--- src/rtl/execute_memory.sv ---
// execute_memory: execute stage of the 5-stage MIPS pipeline plus the E->M
// pipeline register. Resolves operand forwarding, runs the ALU, picks the
// destination register and registers everything the M/W stages need.
module execute_memory #(
  parameter int DATA_WIDTH = 32
) (
  input  logic                  clk,
  input  logic                  rst,
  // E-stage control
  input  logic                  RegWriteE,
  input  logic                  MemtoRegE,
  input  logic                  MemWriteE,
  input  logic [2:0]            alu_controlE,
  input  logic                  alu_srcE,
  input  logic                  RegDstE,
  // E-stage data
  input  logic [DATA_WIDTH-1:0] RD1_E,
  input  logic [DATA_WIDTH-1:0] RD2_E,
  input  logic [DATA_WIDTH-1:0] sign_imm_outE,
  input  logic [4:0]            RtE,
  input  logic [4:0]            RdE,
  // Forwarding selects from the hazard unit and the writeback source
  input  logic [1:0]            ForwardAE,
  input  logic [1:0]            ForwardBE,
  input  logic [DATA_WIDTH-1:0] ResultW,
  // Outputs
  output logic [4:0]            WriteRegE,
  output logic                  RegWriteM,
  output logic                  MemtoRegM,
  output logic                  MemWriteM,
  output logic [DATA_WIDTH-1:0] ALUOutM,
  output logic [DATA_WIDTH-1:0] WriteDataM,
  output logic [4:0]            WriteRegM
);

  localparam int DW = DATA_WIDTH;

  // Forwarding source select; 2'b11 is reserved and falls back to the register value.
  typedef enum logic [1:0] {
    FWD_REG  = 2'b00,
    FWD_WB   = 2'b01,
    FWD_MEM  = 2'b10,
    FWD_RSVD = 2'b11
  } fwd_sel_e;

  // ALU operation encodings; every other code produces zero.
  typedef enum logic [2:0] {
    ALU_AND = 3'b000,
    ALU_OR  = 3'b001,
    ALU_ADD = 3'b010,
    ALU_SUB = 3'b110,
    ALU_SLT = 3'b111
  } alu_op_e;

  // Everything that crosses the E->M boundary, kept together so the
  // register, its reset and its next-state stay in one place.
  typedef struct packed {
    logic          reg_write;
    logic          mem_to_reg;
    logic          mem_write;
    logic [DW-1:0] alu_out;
    logic [DW-1:0] write_data;
    logic [4:0]    write_reg;
  } em_bundle_t;

  em_bundle_t    em_d;
  em_bundle_t    em_q;

  logic [DW-1:0] src_a_e;
  logic [DW-1:0] write_data_e;
  logic [DW-1:0] src_b_e;
  logic [DW-1:0] alu_result_e;
  logic          less_than_e;

  // Three-way forwarding mux shared by both operands.
  function automatic logic [DW-1:0] fwd_mux(
    input logic [1:0]    sel,
    input logic [DW-1:0] reg_val,
    input logic [DW-1:0] wb_val,
    input logic [DW-1:0] mem_val
  );
    case (fwd_sel_e'(sel))
      FWD_WB:  return wb_val;
      FWD_MEM: return mem_val;
      default: return reg_val;
    endcase
  endfunction

  // Resolve operands: forwarding first, then the immediate override for SrcB.
  // The M-stage source is the registered value, i.e. the result of the
  // previous instruction, so dependent back-to-back ops chain without stalls.
  always_comb begin
    src_a_e      = fwd_mux(ForwardAE, RD1_E, ResultW, em_q.alu_out);
    write_data_e = fwd_mux(ForwardBE, RD2_E, ResultW, em_q.alu_out);
    // Store data always comes from the forwarded register, never the immediate.
    src_b_e      = alu_srcE ? sign_imm_outE : write_data_e;
  end

  // ALU: all arithmetic wraps modulo 2^DW; SLT is a signed comparison.
  always_comb begin
    // NOTE: every combinational output gets a default before the case, so an
    // unlisted opcode cannot leave it unassigned and infer a latch.
    alu_result_e = '0;
    less_than_e  = $signed(src_a_e) < $signed(src_b_e);
    case (alu_op_e'(alu_controlE))
      ALU_AND: alu_result_e = src_a_e & src_b_e;
      ALU_OR:  alu_result_e = src_a_e | src_b_e;
      ALU_ADD: alu_result_e = src_a_e + src_b_e;
      ALU_SUB: alu_result_e = src_a_e - src_b_e;
      ALU_SLT: alu_result_e = {{(DW-1){1'b0}}, less_than_e};
      default: alu_result_e = '0;
    endcase
  end

  // Destination register select; the hazard unit needs it in the same cycle.
  always_comb begin
    WriteRegE = RegDstE ? RdE : RtE;
  end

  // Next-state of the E->M register: no stall or enable, it loads every cycle.
  // A bubble is just an all-zero E bundle produced upstream.
  always_comb begin
    em_d            = '0;
    em_d.reg_write  = RegWriteE;
    em_d.mem_to_reg = MemtoRegE;
    em_d.mem_write  = MemWriteE;
    em_d.alu_out    = alu_result_e;
    em_d.write_data = write_data_e;
    em_d.write_reg  = WriteRegE;
  end

  // E->M pipeline register; asynchronous clear discards the in-flight instruction.
  always_ff @(posedge clk or negedge rst) begin
    // NOTE: sequential state uses non-blocking assignments so every flop
    // samples pre-edge values regardless of process ordering.
    if (!rst) begin
      em_q <= '0;
    end else begin
      em_q <= em_d;
    end
  end

  // Register outputs.
  always_comb begin
    RegWriteM  = em_q.reg_write;
    MemtoRegM  = em_q.mem_to_reg;
    MemWriteM  = em_q.mem_write;
    ALUOutM    = em_q.alu_out;
    WriteDataM = em_q.write_data;
    WriteRegM  = em_q.write_reg;
  end

endmodule

--- config.mk ---
export PLATFORM = sky130hd
export DESIGN_NAME = execute_memory
export DESIGN_NICKNAME = d
export VERILOG_FILES = /design/src/rtl/execute_memory.sv
export SDC_FILE = /design/constraint.sdc
export NUM_CORES = 1
export LEC_CHECK = 0
export ABC_CLOCK_PERIOD_IN_PS = 3400
export CORE_UTILIZATION = 46
export DETAILED_ROUTE_END_ITERATION = 10
export PLACE_DENSITY = 0.8
export SLEW_MARGIN = 5
export SYNTH_ARGS = -nofsm -noshare
export SYNTH_HDL_FRONTEND = slang
export SYNTH_SLANG_ARGS = --single-unit
--- constraint.sdc ---
create_clock -name clk -period 3.4 [get_ports clk]
set_input_delay 0.68 -clock clk [delete_from_list [all_inputs] [get_ports clk]]
set_output_delay 0.68 -clock clk [all_outputs]
set_load 0.05 [all_outputs]
==> results of run 1 <==
[through the flow]
stage	std cells	setup TNS [ns]	area, um2	utilization, %
floorplan	1153	-3.30	8900	-
global placement	1896	-31.50	13800	76.7
detailed placement	1896	-33.85	13800	76.7
CTS	1978	-6.74	15400	85.8
[logic make-up after synthesis]
family	share of synthesized area, %
adder cells (fa/ha/maj)	15.6
AO/OA/AOI/OAI	33.2
XOR/XNOR	2.49
buffers and inverters	10.3
multiplexers	2.09
AND/OR/NAND/NOR	15.1
flip-flops	21.3
[routing by layer]
metal / overflow / track usage [%]
met1: 5 / 81.3
met2: 65 / 96.5
met3: 5 / 68.0
met4: 41 / 81.3
met5: 0 / 49.2
[Yosys cell counts (13+ instances only)]
cell                       instances  area share (%)
sky130_fd_sc_hd__xnor2_1          18             1.9
sky130_fd_sc_hd__a21o_1           13             1.2
sky130_fd_sc_hd__dfrtp_1          72              21
sky130_fd_sc_hd__ha_1            102              15
sky130_fd_sc_hd__o21a_1           27             2.4
sky130_fd_sc_hd__o22ai_1          30             2.2
sky130_fd_sc_hd__nor3_1           16            0.95
sky130_fd_sc_hd__o21bai_1         15             1.3
sky130_fd_sc_hd__a21oi_1         104             6.2
sky130_fd_sc_hd__nand2_1         103             4.6
sky130_fd_sc_hd__nor2_1           86             3.8
sky130_fd_sc_hd__o21ai_0          86             5.1
sky130_fd_sc_hd__a22oi_1          78             6.9
sky130_fd_sc_hd__clkbuf_1         62             2.8
sky130_fd_sc_hd__inv_1           145             6.4
sky130_fd_sc_hd__nand3_1          13            0.77
[what timing repair did]
item,CTS
endpoints found under the setup margin,30
gates resized for setup,187
cloned,3
buffers inserted,67
pin swaps,76
==> impl_summary.md, run 1 <==
GRT
For this run, the total global-route usage over all layers was measured as about four fifths. Summed over all layers, the global routing overflow is 116. Entering global routing, the biggest net connects 73 pins.

Logic synthesis
The register bit count reported by yosys is 72. The synthesized net count is 1409. A synthesized cell averages 7.33 um2.

The post-synthesis instance total is 1153. Yosys mapped a number of flops with a built-in enable equal to 0. The number of warning messages in the yosys log is 0. After synthesis, the share of flip-flops with an asynchronous set or reset is 100%. The synthesized cell area is 8460 um2.

After synthesis, the netlist uses 68 different library cells. For this run, the leading register cell type out of synthesis is sky130_fd_sc_hd__dfrtp_1. After synthesis, flip-flops and latches occupy 21.3% of the total area.

Die
The floorplan step set the die height to 138 um. The die is ~140 um wide. In this run the count of I/O pins placed on the die edge is approximately 230.

The row count is 49. The initial standard-cell utilization of the core is 47.1%.

Clock network
The CTS sink count is between 70 and 80. The post-cts hold buffer count is 0. The longest clock path from root to sink contains 2 buffers. The H-tree was split into 3 levels. CTS placed an instance of sky130_fd_sc_hd__clkbuf_16 at the clock tree root. Buffers inserted during clock tree synthesis total 9.

Timing
The worst endpoint kind after the last repair is a register data pin. The worst-slack endpoint at the end of global-route timing repair is ALUOutM[28]$_DFF_PN0_/D.

Placed design
The count of input and output buffers is ~230. The post-place setup slack is -1.54 ns. The final estimated routing congestion in global placement is 1.01.

Detailed placement finished with a half-perimeter wire length of roughly 31000 um.

Outcome
The tool reported: "[ERROR GRT-0232] Routing congestion too high. Check the congestion heatmap in the GUI". The flow stopped in 5_1_grt. The flow did not finish.
==> inputs of run 2 (changes only) <==
--- a/config.mk
+++ b/config.mk
@@ -5,10 +5,10 @@
 export SDC_FILE = /design/constraint.sdc
 export NUM_CORES = 1
 export LEC_CHECK = 0
-export ABC_CLOCK_PERIOD_IN_PS = 3400
-export CORE_UTILIZATION = 46
+export ABC_CLOCK_PERIOD_IN_PS = 4400
+export CORE_UTILIZATION = 40
 export DETAILED_ROUTE_END_ITERATION = 10
-export PLACE_DENSITY = 0.8
+export PLACE_DENSITY_LB_ADDON = 0.15
 export SLEW_MARGIN = 5
 export SYNTH_ARGS = -nofsm -noshare
 export SYNTH_HDL_FRONTEND = slang
==> constraint.sdc (replaced) <==
create_clock -name clk -period 4.4 [get_ports clk]
set_input_delay 0.88 -clock clk [delete_from_list [all_inputs] [get_ports clk]]
set_output_delay 0.88 -clock clk [all_outputs]
set_load 0.05 [all_outputs]
==> run 2 against run 1 <==
Net effect: the run now ends clean; synthesized cell count unchanged; area after synthesis unchanged.
==> impl_summary.md, run 2 <==
GRT
The number of global-route vias before repair came to approximately 10000. The first global-routing pass estimated 58000 um of wire. The global-route congestion overflow total is 0.

Across every metal layer, demand over resource in global routing totals roughly a third. Entering global routing, the biggest net connects 73 pins. The initial antenna violation count was 1.

Power
For this design the total switching power over the nets is 1.94 mW. The fraction of power spent switching nets is between 40% and 50%. The worst-case IR drop observed on VDD is approximately 0.00016 V. The leakage power summed over all cells is 6.69 nW. The clock network is responsible for about 19% of the overall power. The cell area power density is roughly 310 nW/um2. The part of the power in registers is between 15 and 20%. The total internal power is approximately 2.5 mW. The power share of the combinational group is 63.1%.

Worst setup path
The cell that appears most often on the critical path is sky130_fd_sc_hd__buf_4. For the worst setup path, the data required time is 4.64 ns. STA classifies the critical path endpoint as a flip-flop. The family with the most delay on the worst path is compound AO/OA/AOI/OAI gates. The type of the worst setup path is input port to flip-flop.

The length in cells of the worst reg-to-reg path is 15. The buffering stage count on the worst path with inverters included is 5. In this run the critical register-to-register path is captured at ALUOutM[28].

For the worst setup path, the data arrival time is 4.49 ns. The library cell contributing the largest single delay on the critical path is sky130_fd_sc_hd__a2111oi_4. The critical path goes through buf_6 -> buf_6 -> ha_4 -> buf_4 -> a22oi_1 -> nor2_1 -> a21oi_1 -> o21ai_0 -> buf_4 -> ha_1 -> o31ai_1 -> buf_4 -> a21oi_1 -> o21a_1 -> a2111oi_4 -> o2111ai_2 -> and4_1 -> or3_1. The register-to-register setup slack is 0.67 ns. The startpoint kind of the worst setup timing path is an input port.

Along the worst path, the maximum fanout reaches 8. The source of the worst register-to-register timing path is ALUOutM[0]. The critical path's largest stage delay is 0.43 ns.

Finish
The finished cells cover approximately 14000 um2. Summing all flip-flop and latch instances after layout gives 1800 um2. The count of antenna diodes in the layout is 0. In the final layout, the share of cells above drive strength 1 is 27.2%. After filler insertion, the fill cell instance count of the layout stands at 1765. The library cell used most frequently in the layout, excluding fill and tap cells, is sky130_fd_sc_hd__buf_4. The library cells used most frequently in the layout, excluding fill and tap cells, are sky130_fd_sc_hd__buf_4 (316), sky130_fd_sc_hd__clkdlybuf4s50_1 (221), sky130_fd_sc_hd__inv_1 (141). The total area of multi-input combinational cells is 6210 um2. Compared with the post-synthesis result, the final layout area differs by 68.0%.

In the final design database the tool counted 1900 nets.

Timing
The total setup violations reported at the end of the flow is 0. Setup repair after global routing could not meet its margin everywhere. The final number of hold-violating endpoints is 0.

The worst setup slack after layout is between 0.1 and 0.15 ns. Dividing the final minimum period by the clock period gives 96.6%. For the final database, setup skew stands at between 0.01 and 0.015 ns. Static timing analysis puts the maximum clock frequency at roughly 240 MHz. Headroom to the max-slew limit came out at 32.0%. The count of pins over their slew limit is 0. The shortest period the worst path allows is 4.25 ns. The measured slew at the worst slew-check pin is 1.02 ns. The post-route setup TNS is 0 ns.

Logic synthesis
Among all flip-flop cells after synthesis, the most frequent one is sky130_fd_sc_hd__dfrtp_1. The number of nets in the synthesized netlist is 1409. Summing every instance area after synthesis gives 8460 um2. The average instance area after synthesis is 7.33 um2.

sky130_fd_sc_hd__inv_1 is the most common cell in the netlist. By area the synthesized netlist is led by sky130_fd_sc_hd__dfrtp_1 (21%), sky130_fd_sc_hd__ha_1 (15%), sky130_fd_sc_hd__a22oi_1 (6.9%). For this run, the register share of the synthesized area comes to 21.3%. The register bit count reported by yosys is around 70. The cell type with the highest aggregate area in the netlist is sky130_fd_sc_hd__dfrtp_1. In this run, synthesis inferred 0 flip-flops with an integrated enable. The synthesized netlist contains 68 unique library cells. Synthesis produced a netlist whose cell count is between 1000 and 1500. Sorting the synthesized cells by how often they occur yields sky130_fd_sc_hd__inv_1 (145), sky130_fd_sc_hd__a21oi_1 (104), sky130_fd_sc_hd__nand2_1 (103). The fraction of synthesized cell area taken by the top area cell type is between 20% and 30%.

The number of warning messages in the yosys log is 0. The async set or reset register ratio after synthesis is 100%.

Clock network
The TritonCTS clock tree is built. CTS placed an instance of sky130_fd_sc_hd__clkbuf_16 at the clock tree root. At the later pin of the worst-skew pair, clock insertion delay measures roughly 0.35 ns.

Clock-pin slew was measured on the worst setup and hold paths at 0.07 ns. The H-tree was split into 3 levels. Counting the buffers created by CTS gives 9. The CTS sink count is 72. The buffer levels on the longest clock path is 2.

Routing
Summed over all nets, wire length on met3 after detailed routing comes to around 3100 um. For this block, the routed nets add up to roughly 38000 um of wire. Wire segments on met2 add up to roughly 17000 um in the final route. After detailed routing, the number of remaining DRC violations is 0.

The first routing iteration left 856 violations. The number of iterations in the first detailed-routing pass is 6. The highest metal layer carrying signal wires in the routed design is met4. The detailed router placed 10562 vias in this run. Dividing the detail-routed via count by the number of cells gives 5.50. The wire length per cell after detailed routing is 19.9 um. The wire length on met1 is approximately 17000 um.

The residual antenna-violating net count after detailed routing is 0.

Placed design
The cell area reported after detailed placement is 13200 um2. The count of buffers added on input and output ports is roughly 230. At the placement stage, the worst setup path has a slack of -0.926 ns.

Summed over all nets, the half-perimeter wirelength after detailed placement is 30100 um. At the end of routability-driven placement, the weighted congestion stood at 1.01.

Die
For this configuration, the core starts out at a cell density of between 40% and 50%. The floorplan has 52 rows. The die height is 147 um. The area of the die is 21700 um2. For this design the top-level I/O count stands at 229. The width of the chip is between 100 and 150 um. The placeable core region is 20500 um2.

Job
The max-capacitance violation count is 0.

Worst hold path
The worst hold-check path type is input port to asynchronous set/reset pin.

Outcome
The flow ran to the end, and the final reports show no timing, DRC or antenna violations.
## run 2: cell counts after synthesis
No cell type changed its count.
## run 2: layout make-up
cell class	instances	area share, %
sequential	72	12.7
multi-input combinational	855	43.7
clock inverter	6	0.652
tap	270	2.38
clock buffer	10	1.61
inverter	148	3.91
timing repair buffer	558	35.0
## run 2: power by group through the flow
| stage | registers [mW] | logic [mW] | clock network (mW) |
|---|---|---|---|
| 2_1_floorplan | 1.12 | 1.08 | 0 |
| 4_1_cts | 0.820 | 2.72 | 0.831 |
| 3_5_place_dp | 0.831 | 2.60 | 0 |
| 3_3_place_gp | 0.829 | 2.60 | 0 |
| 6_report | 0.822 | 2.82 | 0.826 |
| 5_1_grt | 0.829 | 3.02 | 0.865 |
## run 2: through the flow
step / hold WS [ns] / utilization, % / power [mW] / cells
floorplan: 0.584 / - / 2.20 / 1153
global placement: 0.669 / 64.3 / 3.43 / 1878
detailed placement: 0.676 / 64.3 / 3.44 / 1878
CTS: 0.684 / 68.2 / 4.37 / 1915
global route: 0.745 / 69.3 / 4.71 / 1919
finish: 0.694 / 69.3 / 4.47 / 1919
## run 2: layer usage
layer / vias up / track usage (%)
li1: 5035 / -
met1: 4935 / 48.3
met2: 511 / 54.7
met3: 81 / 5.83
met4: 0 / 12.4
met5: - / 0
## run 2: logic make-up (layout without fill, tap and decap cells)
| family | Yosys count | count (layout) | share of synthesized area [%] |
|---|---|---|---|
| AOI/OAI and AO/OA | 432 | 432 | 33.2 |
| and+or+nand+nor | 278 | 278 | 15.1 |
| buffers and inverters | 226 | 722 | 10.3 |
| adders and majority gates | 104 | 104 | 15.6 |
| DFF | 72 | 72 | 21.3 |
| xor gates and xnor gates | 24 | 24 | 2.49 |
| muxes | 17 | 17 | 2.09 |
## run 2: worst max-delay path by stage
stage,end,depth (start not counted),start
6_report,ALUOutM[28],18,ForwardBE[1]
3_3_place_gp,ALUOutM[29],21,ForwardBE[0]
4_1_cts,ALUOutM[31],19,ForwardBE[1]
3_5_place_dp,ALUOutM[28],18,ForwardBE[0]
2_1_floorplan,ALUOutM[31],16,ForwardAE[0]
5_1_grt,ALUOutM[28],18,ForwardBE[1]
## run 2: timing repair
action	in CTS	in global routing
resized for setup	67	47
hold buffers	0	0
gates cloned	5	0
pin swaps	26	26
setup buffers	16	4
endpoints found under the setup margin	20	18
Note: power is estimated with default switching activity, not from simulation.
==> inputs of run 3 (changes only) <==
--- a/config.mk
+++ b/config.mk
@@ -5,6 +5,7 @@
 export SDC_FILE = /design/constraint.sdc
 export NUM_CORES = 1
 export LEC_CHECK = 0
+export ABC_AREA = 1
 export ABC_CLOCK_PERIOD_IN_PS = 4400
 export CORE_UTILIZATION = 40
 export DETAILED_ROUTE_END_ITERATION = 10
==> run 3 against run 2 <==
Net effect: clock-buffer cell count down 1; combinational power up 7%; critical path depth up 2; register-to-register slack better by 0.69 ns; area after synthesis up 18%; synthesized cell count up 47%; sequential power up 2.8%; total power up 3.0%; clock power down 10%; clock skew up 0.0077 ns; non-clock buffer count down 147; hold slack worse by 0.097 ns.
==> impl_summary.md, run 3 <==
Clock network
Counting the buffers created by CTS gives 9. The TritonCTS clock tree is built. The clock passes through at most 2 buffers. The post-cts hold buffer count is 0.

The clock-pin transition on the worst setup and hold timing paths is 0.08 ns. The H-tree was split into 3 levels. The tree built by TritonCTS fans out to between 70 and 80 sinks.

The clock reaches the later pin of the worst-skew pair after 0.36 ns. The tree is rooted in a sky130_fd_sc_hd__clkbuf_16. The post-CTS setup-driven buffer insertion count is 0.

Routing
The count of nets left with antenna violations once routing finished came out at 0. The DRC violation count after routing is 0. In this run, the number of DRC markers left after iteration 0 of detailed routing was approximately 1000. For this run, the detailed router's first-pass iteration total came to 5. In the routed layout, each cell is associated on average with a via count of 5.10. The aggregate routed wire length is 44000 um. In the final routed layout, each cell accounts on average for 18.5 um. Summing over every cut layer, the via total after detailed routing is around 12000.

Worst hold path
The worst hold-check path type is input port to asynchronous set/reset pin.

Finish
In the layout the commonest cells are sky130_fd_sc_hd__nand2_1 (502), sky130_fd_sc_hd__inv_1 (373), sky130_fd_sc_hd__clkdlybuf4s50_1 (226). In the final layout, the multi-input gates occupy around 6500 um2. The layout overhead on the synthesized area is 41.2%.

The library cell used most frequently in the layout, excluding fill and tap cells, is sky130_fd_sc_hd__nand2_1. The share of cells above drive strength 1 is 12.6%. The sequential cell area is ~1800 um2. The final-stage net count is 2312. The finished cells cover around 14000 um2. After filler insertion, the fill cell instance count of the layout stands at 2456.

Logic synthesis
For this run, asynchronously set or reset flops after synthesis account for 100%. The synthesized cell area is 10000 um2. Each instance of the synthesized netlist takes up on average 5.90 um2.

The share of the Yosys chip area taken by registers is ~18%. sky130_fd_sc_hd__nand2_1 is the most common cell in the netlist. The cell type with the highest aggregate area in the netlist is sky130_fd_sc_hd__nand2_1. After technology mapping, the gate count stands at 1697. Ranked by instance count, the synthesized netlist is headed by sky130_fd_sc_hd__nand2_1 (505), sky130_fd_sc_hd__inv_1 (373), sky130_fd_sc_hd__o21ai_0 (118). After Yosys synthesis, XOR and XNOR cells account for 0.175% of the synthesized area. The mux contribution to synthesized area is 0.562%. The register bit count reported by yosys is 72. The number of nets handed over by synthesis was between 1500 and 2000. Of the post-synthesis cell area, the dominant cell type holds a little under a fifth. Synthesis instantiated 40 different standard cells from the library.

The area fraction in compound gates after synthesis is 18.5%. By area, the combinational part of the netlist is dominated by simple AND/OR/NAND/NOR gates. The synthesized netlist devotes between 30% and 40% of its cell area to simple gates. During synthesis, Yosys emitted a total of 0 warnings. After Yosys synthesis, full adders, half adders and majority gates account for 13.1% of the synthesized area. The synthesized design contains 0 enable-type register cells. In the synthesized netlist the dominant register cell turns out to be sky130_fd_sc_hd__dfrtp_1. After synthesis, the cell types taking the most area are sky130_fd_sc_hd__nand2_1 (19%), sky130_fd_sc_hd__dfrtp_1 (18%), sky130_fd_sc_hd__inv_1 (14%).

Die
The width of the chip is approximately 160 um. Once the floorplan was initialized, standard cells occupied 40.9% of the core. The die is 160 um tall. The placeable core region is 24500 um2.

The floorplan step defined a die boundary enclosing 25700 um2. In this run the core area contains between 50 and 60 standard-cell rows. The number of top-level pins is 229.

Timing
The count of pins over their slew limit is 0. Setup violations remaining at the end of the flow were counted as 0. Headroom to the max-slew limit came out at 49.4%. Across the routed clock network, the largest skew measured is 0.0208 ns. Of the available clock period, the critical path in the final layout requires 97.4%. The shortest period the worst path allows is 4.28 ns. The post-route setup TNS is 0 ns. The maximum operating frequency is about 230 MHz. The measured slew at the worst slew-check pin is 0.759 ns. The final number of hold-violating endpoints is 0. Setup repair after global routing left no endpoint under its margin. Setup slack on the critical path of the routed design comes to around 0.12 ns.

Worst setup path
For the worst setup path, the data arrival time is around 4.5 ns. The critical path is of the input port to flip-flop type. The worst setup path is launched from an input port. The data required time at the worst endpoint is 4.65 ns. The endpoint kind of the worst setup timing path is a flip-flop. The maximum fanout count along the critical path is 10.

GRT
Entering global routing, the biggest net connects 52 pins. The first-pass GRT wire length is 66500 um. For this run, the total global-route usage over all layers was measured as 34.4%. The number of global-route vias before repair is 11433. The initial antenna violation count is 2. The global-route congestion overflow total is 0.

Job
The max-capacitance violation count is 0.

Power
Power spread over the standard cell area amounts to ~330 nW/um2. The worst voltage drop across the vdd grid is 0.000170 V. The leakage power summed over all cells is between 7 and 8 nW.

Outcome
The run finished with clean final reports.

Placed design
The final estimated routing congestion in global placement is 0.973. In this run the cell area measured after placement is 13800 um2. The count of input and output buffers is 228.

The post-place setup slack is -0.394 ns. Once detailed placement completed, the half-perimeter wirelength came to between 30000 and 40000 um.
run 3: cell types whose count changed after synthesis, moves of 12 or more:
cell and change:
sky130_fd_sc_hd__a21oi_1 -45, sky130_fd_sc_hd__a22o_1 +21, sky130_fd_sc_hd__o21a_1 -27, sky130_fd_sc_hd__mux2i_1 -12, sky130_fd_sc_hd__o21ai_0 +32, sky130_fd_sc_hd__clkbuf_1 -26
sky130_fd_sc_hd__nand2_1 +402, sky130_fd_sc_hd__inv_1 +228, sky130_fd_sc_hd__a22oi_1 -78, sky130_fd_sc_hd__nand3_1 +96, sky130_fd_sc_hd__xnor2_1 -18, sky130_fd_sc_hd__a221o_1 +40
sky130_fd_sc_hd__a21o_1 -13
run 3: worst max-delay path: stages:
cell and delay [ns]:
sky130_fd_sc_hd__clkdlybuf4s50_1 0.50, sky130_fd_sc_hd__inv_1 0.06, sky130_fd_sc_hd__ha_1 0.35, sky130_fd_sc_hd__buf_4 0.19
sky130_fd_sc_hd__buf_4 0.16, sky130_fd_sc_hd__a221o_1 0.25, sky130_fd_sc_hd__o21ai_0 0.10, sky130_fd_sc_hd__o21ai_0 0.21
sky130_fd_sc_hd__ha_1 0.49, sky130_fd_sc_hd__nor2_1 0.29, sky130_fd_sc_hd__inv_1 0.11, sky130_fd_sc_hd__nor2_1 0.19
sky130_fd_sc_hd__buf_4 0.15, sky130_fd_sc_hd__nand2_1 0.08, sky130_fd_sc_hd__nor3_1 0.15, sky130_fd_sc_hd__nand2_1 0.11
sky130_fd_sc_hd__nand2_1 0.08, sky130_fd_sc_hd__nand2_1 0.05, sky130_fd_sc_hd__nand3_1 0.06, sky130_fd_sc_hd__nand3_1 0.07
run 3: kinds of logic (layout without fill, tap and decap cells):
kind of cell | count (synthesis) | count (layout)
AOI/OAI and AO/OA | 294 | 294
xor gates and xnor gates | 2 | 2
buffers and inverters | 448 | 812
other | 0 | 2
adders and majority gates | 104 | 104
DFF | 72 | 72
muxes | 5 | 5
and+or+nand+nor | 772 | 772
run 3: cell type report:
cell class                      count  share of cell area (%)
Inverter                          385                    10.2
Clock buffer                        9                    1.59
Tap cell                          324                    2.87
Clock inverter                      7                   0.389
Multi-Input combinational cell   1177                    45.9
Antenna cell                        2                  0.0354
Sequential cell                    72                    12.7
Timing Repair Buffer              411                    26.2
run 3: stage by stage:
| step | std cells | power [mW] | utilization, % | hold WS [ns] |
|---|---|---|---|---|
| after floorplan | 1697 | 2.52 | - | 0.584 |
| after global routing | 2387 | 4.90 | 57.8 | 0.656 |
| after global placement | 2369 | 3.78 | 56.5 | 0.673 |
| after detailed placement | 2369 | 3.79 | 56.5 | 0.672 |
| final | 2387 | 4.60 | 57.8 | 0.597 |
| after CTS | 2385 | 4.55 | 57.7 | 0.613 |
run 3: repair_timing:
item / CTS / global route
resized for setup: 1 / 16
endpoints found under the setup margin: 3 / 23
cloned: 0 / 0
pin swaps: 0 / 0
run 3: power by group:
part / total (mW) / internal [mW] / leakage, nW / switching, mW
clock: 0.743 / 0.389 / 0.133 / 0.354
combinational: 3.01 / 1.15 / 6.66 / 1.86
sequential: 0.845 / 0.754 / 0.893 / 0.0910
run 3: final timing paths:
kind | start | endpoint | slack, ns | cells past startpoint
min in group clk | ALUOutM[15] | WriteDataM[15] | 0.69 | 3
max in group asynchronous | rst | ALUOutM[15] | 2.90 | 2
worst max register to register | ALUOutM[0] | ALUOutM[0] | 1.36 | 17
worst min-delay path | rst | WriteDataM[29] | 0.60 | 1
worst min register to register | ALUOutM[15] | WriteDataM[15] | 0.69 | 3
worst max-delay path | ForwardBE[0] | ALUOutM[26] | 0.12 | 20
run 3: metal layers:
layer  up-vias  GRT usage (%)  share of wire (%)  routed length (um)
li1       6041              -                  -                   -
met1      5587           50.9                 48               21100
met2       517           50.5                 41               18300
met3        38           6.81                9.0                3960
met4         0           8.23                1.7                 750
met5         -              0                  0                   0
